===== config.mk =====
export PLATFORM = sky130hd
export DESIGN_NAME = fix_ari_mul
export DESIGN_NICKNAME = d
export VERILOG_FILES = /design/src/rtl/fix_ari_mul.sv
export SDC_FILE = /design/constraint.sdc
export NUM_CORES = 1
export LEC_CHECK = 0
export CAP_MARGIN = 20
export CELL_PAD_IN_SITES_DETAIL_PLACEMENT = 1
export CELL_PAD_IN_SITES_GLOBAL_PLACEMENT = 2
export CORE_MARGIN = 2
export CORE_UTILIZATION = 39
export DETAILED_ROUTE_END_ITERATION = 7
export PLACE_DENSITY = 0.89
export SKIP_LAST_GASP = 1
export SLEW_MARGIN = 20
export SYNTH_ARGS = -nofsm -noshare
export SYNTH_HDL_FRONTEND = slang
export SYNTH_SLANG_ARGS = --single-unit

===== constraint.sdc =====
create_clock -name clk -period 6.7 [get_ports clk]
set_input_delay 1.34 -clock clk [delete_from_list [all_inputs] [get_ports clk]]
set_output_delay 1.34 -clock clk [all_outputs]
set_load 0.02 [all_outputs]

===== src/rtl/fix_ari_mul.sv =====
// Three-stage signed fixed-point multiplier: full product plus a Q(WIDTH-FRAC).FRAC
// re-quantised copy. One operand pair per cycle, no stalls.
module fix_ari_mul #(
  parameter int WIDTH = 16,
  parameter int FRAC  = 8
) (
  input  logic                     clk,
  input  logic                     rst,
  input  logic signed [WIDTH-1:0]  data_in1,
  input  logic signed [WIDTH-1:0]  data_in2,
  output logic signed [2*WIDTH-2:0] data_out,
  output logic signed [WIDTH-1:0]  data_out_round
);

  localparam int H  = WIDTH - FRAC;   // signed high half width
  localparam int PW = 2*WIDTH - 1;    // product width
  localparam int MW = H + FRAC + 1;   // signed-high x unsigned-low product width

  typedef struct packed {
    logic signed [2*H-1:0]    hh;
    logic signed [MW-1:0]     hl;
    logic signed [MW-1:0]     lh;
    logic        [2*FRAC-1:0] ll;
  } pp_t;

  // S1: operand registers
  logic signed [WIDTH-1:0] a_q, b_q;

  always_ff @(posedge clk) begin
    if (rst) begin
      a_q <= '0;
      b_q <= '0;
    end else begin
      a_q <= data_in1;
      b_q <= data_in2;
    end
  end

  // S2: split each operand as hi*2^FRAC + lo, hi signed, lo unsigned
  logic signed [H-1:0]      ah, bh;
  logic        [FRAC-1:0]   al, bl;
  logic signed [2*H-1:0]    ah_w, bh_w;
  logic signed [MW-1:0]     ah_m, bh_m, al_m, bl_m;
  logic        [2*FRAC-1:0] al_w, bl_w;
  pp_t                      pp_d, pp_q;

  assign ah = a_q[WIDTH-1:FRAC];
  assign bh = b_q[WIDTH-1:FRAC];
  assign al = a_q[FRAC-1:0];
  assign bl = b_q[FRAC-1:0];

  // Operands pre-extended to the product width so each multiply is exact.
  assign ah_w = {{H{ah[H-1]}}, ah};
  assign bh_w = {{H{bh[H-1]}}, bh};
  assign ah_m = {{(MW-H){ah[H-1]}}, ah};
  assign bh_m = {{(MW-H){bh[H-1]}}, bh};
  assign al_m = {{(MW-FRAC){1'b0}}, al};
  assign bl_m = {{(MW-FRAC){1'b0}}, bl};
  assign al_w = {{FRAC{1'b0}}, al};
  assign bl_w = {{FRAC{1'b0}}, bl};

  always_comb begin
    pp_d    = '0;
    pp_d.hh = ah_w * bh_w;
    pp_d.hl = ah_m * bl_m;
    pp_d.lh = al_m * bh_m;
    pp_d.ll = al_w * bl_w;
  end

  always_ff @(posedge clk) begin
    if (rst) pp_q <= '0;
    else     pp_q <= pp_d;
  end

  // S3: align and sum modulo 2^PW; only (-2^(WIDTH-1))^2 wraps
  logic signed [PW-1:0] hh_x, hl_x, lh_x, ll_x, sum;

  assign hh_x = {{(PW-2*H){pp_q.hh[2*H-1]}}, pp_q.hh};
  assign hl_x = {{(PW-MW){pp_q.hl[MW-1]}}, pp_q.hl};
  assign lh_x = {{(PW-MW){pp_q.lh[MW-1]}}, pp_q.lh};
  assign ll_x = {{(PW-2*FRAC){1'b0}}, pp_q.ll};
  assign sum  = (hh_x <<< (2*FRAC)) + ((hl_x + lh_x) <<< FRAC) + ll_x;

  always_ff @(posedge clk) begin
    if (rst) data_out <= '0;
    else     data_out <= sum;
  end

  // Keep sign, floor away FRAC LSBs, wrap the high integer bits.
  assign data_out_round = {data_out[PW-1], data_out[WIDTH+FRAC-2:WIDTH],
                           data_out[WIDTH-1:FRAC]};

endmodule


## Word level (Yosys, flattened, before mapping)

Index checks and enable logic that the tools add are counted.

| word-level totals | value |
|---|---|
| output and inout bits | 47 |
| register bits | 128 |
| input bits | 34 |
| word-level logic and storage cells | 14 |

| cells by class | value |
|---|---|
| $mul | 4 |
| $add $sub $neg | 3 |

Operators by type and width:

| cell | count |
|---|---|
| $add A31 B17 Y31 | 1 |
| $add A31 B26 Y31 | 1 |
| $add A17 B17 Y18 | 1 |
| $mul A8 B9 Y17 | 1 |
| $mul A9 B8 Y17 | 1 |
| $mul A8 B8 Y16 | 1 |
| $mul A8 B8 Y15 | 1 |

## Depth between registers and ports, before layout

Gate-level depths: netlist (run 1).

| logic depth | value |
|---|---|
| depth in word-level cells | 3 |
| mapped depth | 20 |
| depth with buffers taken out | 20 |

## Least setup slack after synthesis (run 1)

No wires, ideal clock.

| timing path | value |
|---|---|
| path type | reg-to-reg |
| start point | register a_q[15] |
| end point | register pp_q, in the netlist hl_x[15] |
| setup time | 0.121 ns |
| buffers on the path | 1 |
| clock period less this slack | 4.650 ns |
| cell stages (with the launch flop) | 16 |
| data required time | 6.579 ns |
| setup slack | 2.050 ns |
| data arrival time | 4.529 ns |
| path through | dfxtp_1 -> clkbuf_1 -> clkinv_1 -> nor2_1 -> fa_1 -> fa_1 -> fa_1 -> inv_1 -> fa_1 -> inv_1 -> ha_1 -> or3_1 -> o211ai_1 -> o21ai_1 -> a31oi_1 -> mux2_2 |

| between the ends | value |
|---|---|
| cells in the longest elaborated chain, start to end | 1 |

Ends and longest elaborated chain:

| item | RTL line | text |
|---|---|---|
| start: declaration | 27 | `logic signed [WIDTH-1:0] a_q, b_q;` |
| start signal: assignment | 34 | `a_q <= data_in1;` |
| $mul A8 B9 Y17 | 65 | `pp_d.hl = ah_m * bl_m;` |
| end signal: assignment | 72 | `else pp_q <= pp_d;` |
| end: declaration | 45 | `pp_t pp_d, pp_q;` |

Every way passes these cells.
A chain may end at the register's enable or synchronous reset.

## Final worst setup path (run 1)

| timing path | value |
|---|---|
| start point | register a_q[15] |
| end point | register pp_q, in the netlist hl_x[16] |

Same word-level chain as after synthesis.

==> results of run 1 <==
cells by family (layout without fill, tap and decap cells):
logic type / Yosys count / count (layout)
xor+xnor: 61 / 61
flops: 128 / 128
compound gates: 162 / 162
fa+ha+maj: 352 / 352
mux: 3 / 3
simple gates: 509 / 509
buf+inv: 321 / 372
synthesized netlist by cell type, types with 10 or more instances:
master	n	area, µm²
nand3_1	10	50.1
dfxtp_1	128	2560
xor2_1	23	201
ha_1	188	2350
a211oi_1	10	75.1
o21ai_0	14	70.1
xnor2_1	38	333
nor3_1	26	130
a21oi_1	48	240
nor2b_1	74	463
and2_1	183	1140
nand2b_1	15	93.8
inv_1	257	965
buf_4	16	120
nor2_1	88	330
a21o_1	20	150
clkbuf_1	46	173
fa_1	164	3280
nand2_1	79	297
o21ai_1	23	115
layer usage:
metal	routed length, µm	vias up	GRT usage	part of all wire
met5	0	-	0	0
met4	504	0	0.0528	0.015
met3	1030	27	0.0262	0.031
met2	15600	138	0.335	0.47
met1	16400	4995	0.263	0.49
li1	-	4874	-	-
worst reg2reg max path, stage by stage, from the launching register on:
cell	delay, ns
dfxtp_1	0.60
clkinv_1	0.40
nor2_1	0.25
fa_1	0.45
fa_1	0.54
fa_1	0.55
inv_1	0.05
fa_1	0.52
inv_1	0.04
ha_1	0.27
inv_1	0.08
a21oi_1	0.24
o21ai_1	0.16
a211oi_1	0.42
o211ai_1	0.21
a211o_1	0.29
o21ai_1	0.10
state kept, by name, indices dropped and copies added, names as in the netlist:
| register | count |
|---|---|
| hl_x | 17 |
| b_q | 16 |
| hh_x | 15 |
| lh_x | 17 |
| ll_x | 16 |
| a_q | 16 |
| data_out | 31 |
path summary, 6_finish.rpt:
| path | start | slack, ns | end |
|---|---|---|---|
| worst max-delay path | a_q[15] | 1.47 | hl_x[16] |
| worst min-delay path | ll_x[6] | 0.44 | data_out[6] |
| worst max register to register | a_q[15] | 1.47 | hl_x[16] |
| worst min register to register | ll_x[6] | 0.44 | data_out[6] |
area by class of cell:
class                      instances  area (µm²)  share of cell area
sequential                       128        2560               0.165
tap                              455         569              0.0367
inverter                         258         968              0.0625
timing repair buffer              82         813              0.0524
clock inverter                    14         145             0.00936
multi-input combinational       1087       10000               0.645
clock buffer                      18         439              0.0283
per-stage QoR:
stage	instance area, µm²	setup WS (ns)	std cells	power (mW)	hold WS [ns]
final	15500	1.47	2042	2.98	0.439
after global routing	15500	1.09	2042	3.19	0.461
after CTS	15500	1.48	2042	3.01	0.442
after detailed placement	14900	1.51	2010	2.04	0.427
after global placement	14900	1.69	2010	2.01	0.419
after floorplan	13800	2.05	1536	1.72	0.414
power by group:
| group | total (mW) | internal, mW | switching [mW] |
|---|---|---|---|
| registers | 0.945 | 0.856 | 0.0886 |
| logic | 1.08 | 0.483 | 0.597 |
| clock network | 0.954 | 0.534 | 0.420 |
==> out/qor.txt, run 1 <==
status -> finished clean
hold path cells -> 1
routed via count -> 10.0k
flops & latches, synth -> 128
power per cell area -> 192 nW/µm²
final WL -> 33500 µm
R2R cell count -> 16
GP Congestion -> 0.810
xor and xnor area share after synthesis -> 0.0386
Post-synth top flop -> dfxtp_1
Core Region -> 34700 µm²
complex-gate fraction of the synthesized area -> 0.0755
Routed Antenna Nets -> 0
clock buffer depth -> 2
die span in x -> 192 µm
CP endpoint kind -> register
critical path class -> reg -> reg
row count -> 68
final hold viol count -> 0
Slew Limit Headroom -> 0.420
Root Buffer -> clkbuf_16
Synthesized Nets -> 1922
WL per Instance -> 16.4 µm
detailed router's first-iteration violation count -> 367
DR pass1 iterations -> 4
Layout area overhead -> 12.1%
fin crit period -> 5.23 ns
CP Data Required Time -> 7.07 ns
Fin Setup TNS -> 0 ns
ANT cells -> 0
first-pass GRT wire length -> 56700 µm
H-tree levels -> 4
CP top delay family -> adder cells
RSZ-0062 raised after global routing -> no
number of synthesized flops with an enable pin -> 0
die area -> 37000 µm²
port bufs -> 80
Starting Density -> 0.399
FMAX -> 191 MHz
die height -> 192 µm
Final Setup Violations -> 0
commonest cells after routing, fill and taps aside -> inv_1, ha_1, and2_1
final global-route overflow total -> 0
layout net count -> 1960
VDD IR max -> 0.186 mV
Max Cap Viol -> 0
WP data arrival -> 5.60 ns
sequential area share after synthesis -> 0.185
Critical Path Fanout Max -> 11
post-synthesis cell area -> 13800 µm²
Leakage -> 7.75 nW
Netlist cell types -> 59
CP bufs+invs -> 4
critical path cell sequence -> clkinv_1 -> nor2_1 -> fa_1 -> fa_1 -> fa_1 -> inv_1 -> fa_1 -> inv_1 -> ha_1 -> inv_1 -> a21oi_1 -> o21ai_1 -> a211oi_1 -> o211ai_1 -> a211o_1 -> o21ai_1
WP depth -> 16
most common cell after layout, fill and taps aside -> inv_1
I/O pins -> 81
Via density -> 4.91
Max Slew Vio Count -> 0
CP max stage cell -> dfxtp_1
simple-gate share of the synthesized area -> 0.200
slowest stage delay, CP -> 0.60 ns
ys async rst share -> 0
fin crit share -> 0.781
CTS tree -> done
layout cells sized above 1 -> 0.0315
largest net degree at the start of global routing -> 83
synthesis warning total -> 0
clk sinks -> 128
CTS clock-pin slew for the worst setup and hold paths -> 0.06 ns
worst hold path class -> reg -> reg
final core utilization -> 0.447
CTS Hold Buffers Added -> 0
Final Skew -> 0.0151 ns
FILL cells -> 4034
number of global-route vias before repair -> 11.1k
Worst-Skew Late Latency -> 0.46 ns
largest family of logic cells by synthesized area -> adder cells
worst slew pin tran -> 0.871 ns
post-CTS setup buffers -> 0
CP dominant cell by count -> fa_1
HPWL Detailed -> 25900 µm
adder-cell area share of the yosys netlist -> 0.407
total CTS buffers -> 17
Synth Instances -> 1536
Avg Cell Area, Syn -> 9.01 µm²
Total GRT Usage -> 0.197
crit path launch type -> register
mux share of post-synthesis cell area -> 0.00235
DRC viols -> 0
initial antenna violation count -> 0
# resized after CTS -> 0
(Power assumes the default switching activity.)
==> run 2, diff against run 1 <==
==> constraint.sdc (replaced) <==
create_clock -name clk -period 4.9 [get_ports clk]
set_input_delay 0.98 -clock clk [delete_from_list [all_inputs] [get_ports clk]]
set_output_delay 0.98 -clock clk [all_outputs]
set_load 0.02 [all_outputs]
==> run 2 against run 1 <==
Register-to-register slack lost 1.2 ns. First-iteration DRC count increased by 23%. Final area is 2.3% higher. Utilization is 1.0 points higher. Worst setup slack worse by 1.2 ns. Count of clock-buffer cells in the layout unchanged. Non-clock buffer count up 36. Total power grew 39%. Critical path depth is 1 lower. Flip-flop and latch count stayed put. Critical path type unchanged.
==> out/qor.txt, run 2 (synthesis gave the netlist of run 1 again) <==
routed via count -> 10.2k (+1.9%)
register with the most flip-flops -> data_out
crit path launch type -> register
port bufs -> 80 (unchanged)
clock buffer depth -> 2 (unchanged)
critical path class -> reg -> reg
Max Cap Viol -> 0 (unchanged)
final hold viol count -> 0 (unchanged)
Max Slew Vio Count -> 0 (unchanged)
CP Data Required Time -> 5.27 ns (-1.80 ns)
die span in x -> 192 µm (unchanged)
Tot Pwr -> 4.14 mW (+39%)
die height -> 192 µm (unchanged)
H-tree levels -> 4 (unchanged)
Root Buffer -> clkbuf_16
DR pass1 iterations -> 4 (unchanged)
Largest register FFs -> 31 (unchanged)
Leakage -> 7.94 nW (+2.5%)
RSZ-0062 raised after global routing -> yes
layout cells sized above 1 -> 0.0684 (+0.0369)
final WL -> 34900 µm (+4.2%)
DRC viols -> 0 (unchanged)
CTS tree -> done
CP endpoint kind -> register
final core utilization -> 0.457 (+0.0101)
Total GRT Usage -> 0.202 (+0.00530)
FILL cells -> 3983 (-1.3%)
Core Region -> 34700 µm² (unchanged)
WP data arrival -> 5.01 ns (-0.59 ns)
total CTS buffers -> 17 (unchanged)
FF-to-FF setup slack -> 0.26 ns (-1.21 ns)
WL per Instance -> 16.8 µm (+2.4%)
HPWL Detailed -> 28300 µm (+9.2%)
die area -> 37000 µm² (unchanged)
ANT cells -> 0 (unchanged)
power per cell area -> 261 nW/µm² (+36%)
Final Setup Violations -> 0 (unchanged)
CTS clock-pin slew for the worst setup and hold paths -> 0.07 ns (about the same)
Fin Hold WS -> 0.440 ns (+0.00114 ns)
fin crit share -> 0.947 (+0.166)
clk sinks -> 128 (unchanged)
commonest cells after routing, fill and taps aside -> inv_1, ha_1, and2_1
Starting Density -> 0.399 (unchanged)
layout net count -> 1996 (+1.8%)
Slew Limit Headroom -> 0.625 (+0.206)
Via density -> 4.92 (about the same)
Routed Antenna Nets -> 0 (unchanged)
first-pass GRT wire length -> 58200 µm (+2.7%)
largest net degree at the start of global routing -> 54 (-35%)
I/O pins -> 81 (unchanged)
worst slew pin tran -> 0.557 ns (-0.313 ns)
most common cell after layout, fill and taps aside -> inv_1
detailed router's first-iteration violation count -> 452 (+23%)
Final Skew -> 0.0126 ns (-0.00246 ns)
GP Congestion -> 0.867 (+7.1%)
number of global-route vias before repair -> 11.5k (+3.1%)
Critical Path Fanout Max -> 16 (+5)
row count -> 68 (unchanged)
fin crit period -> 4.64 ns (-0.592 ns)
status -> finished clean
worst hold path class -> reg -> reg
FMAX -> 215 MHz (+13%)
initial antenna violation count -> 1 (+1)
Worst-Skew Late Latency -> 0.45 ns (about the same)
final global-route overflow total -> 0 (unchanged)
Layout area overhead -> 14.6%
VDD IR max -> 0.262 mV (+41%)
==> run 2: changes by cell type in the layout (fill, tap and decap cells not counted), sizes merged <==
cell,before,now
buf,3,39
bufinv,1,2
clkinv,3,2
clkinvlp,2,4
inv,266,264
==> run 2: layout make-up <==
cell class | count | area (µm²) | area share
Timing Repair Buffer | 118 | 1080 | 0.0683
Tap cell | 455 | 569 | 0.0359
Clock inverter | 14 | 168 | 0.0106
Inverter | 258 | 976 | 0.0616
Multi-Input combinational cell | 1087 | 10000 | 0.633
Clock buffer | 18 | 439 | 0.0277
Sequential cell | 128 | 2580 | 0.163
==> run 2: critical path: stages (launching register included) <==
cell	delay (ns)
dfxtp_2	0.53
nand2_1	0.12
fa_1	0.51
fa_1	0.55
inv_1	0.06
fa_1	0.53
inv_1	0.05
fa_1	0.54
inv_1	0.06
ha_1	0.34
a21boi_0	0.27
o21ai_1	0.16
a211oi_2	0.28
o211ai_1	0.17
a211o_1	0.28
o21ai_1	0.11
==> run 2: path summary, 6_finish.rpt <==
kind	depth (start not counted)	from	to
worst max-delay path	15	b_q[6]	ll_x[15]
worst min-delay path	1	ll_x[5]	data_out[5]
worst max register to register	15	b_q[6]	ll_x[15]
worst min register to register	1	ll_x[5]	data_out[5]
==> run 2: per-layer routing <==
layer / vias up / track usage / wire length, µm
li1: 4964 / - / -
met1: 5067 / 0.266 / 16300
met2: 156 / 0.347 / 16700
met3: 34 / 0.0322 / 1450
met4: 0 / 0.0511 / 511
met5: - / 0 / 0
==> run 2: metrics by stage <==
step	setup TNS (ns)	cells	instance area (µm²)	worst slack (ns)
after CTS	0	2074	15800	0.00679
after detailed placement	0	2042	15200	0.0172
after floorplan	0	1536	13800	0.250
final	0	2078	15900	0.258
after global routing	-0.00400	2078	15900	-0.00400
after global placement	0	2042	15200	0.0898
==> run 2: report_power, final <==
group	total, mW	switching [mW]	internal, mW
Clock	1.34	0.560	0.780
Sequential	1.26	0.0863	1.17
Combinational	1.54	0.856	0.686
Total	4.14	1.50	2.64
==> run 2: what timing repair did <==
action	4_1_cts	5_1_grt
setup buffers	0	4
pin swaps	0	0
gates resized for setup	2	24
hold buffers	0	0
setup endpoints to repair	2	11
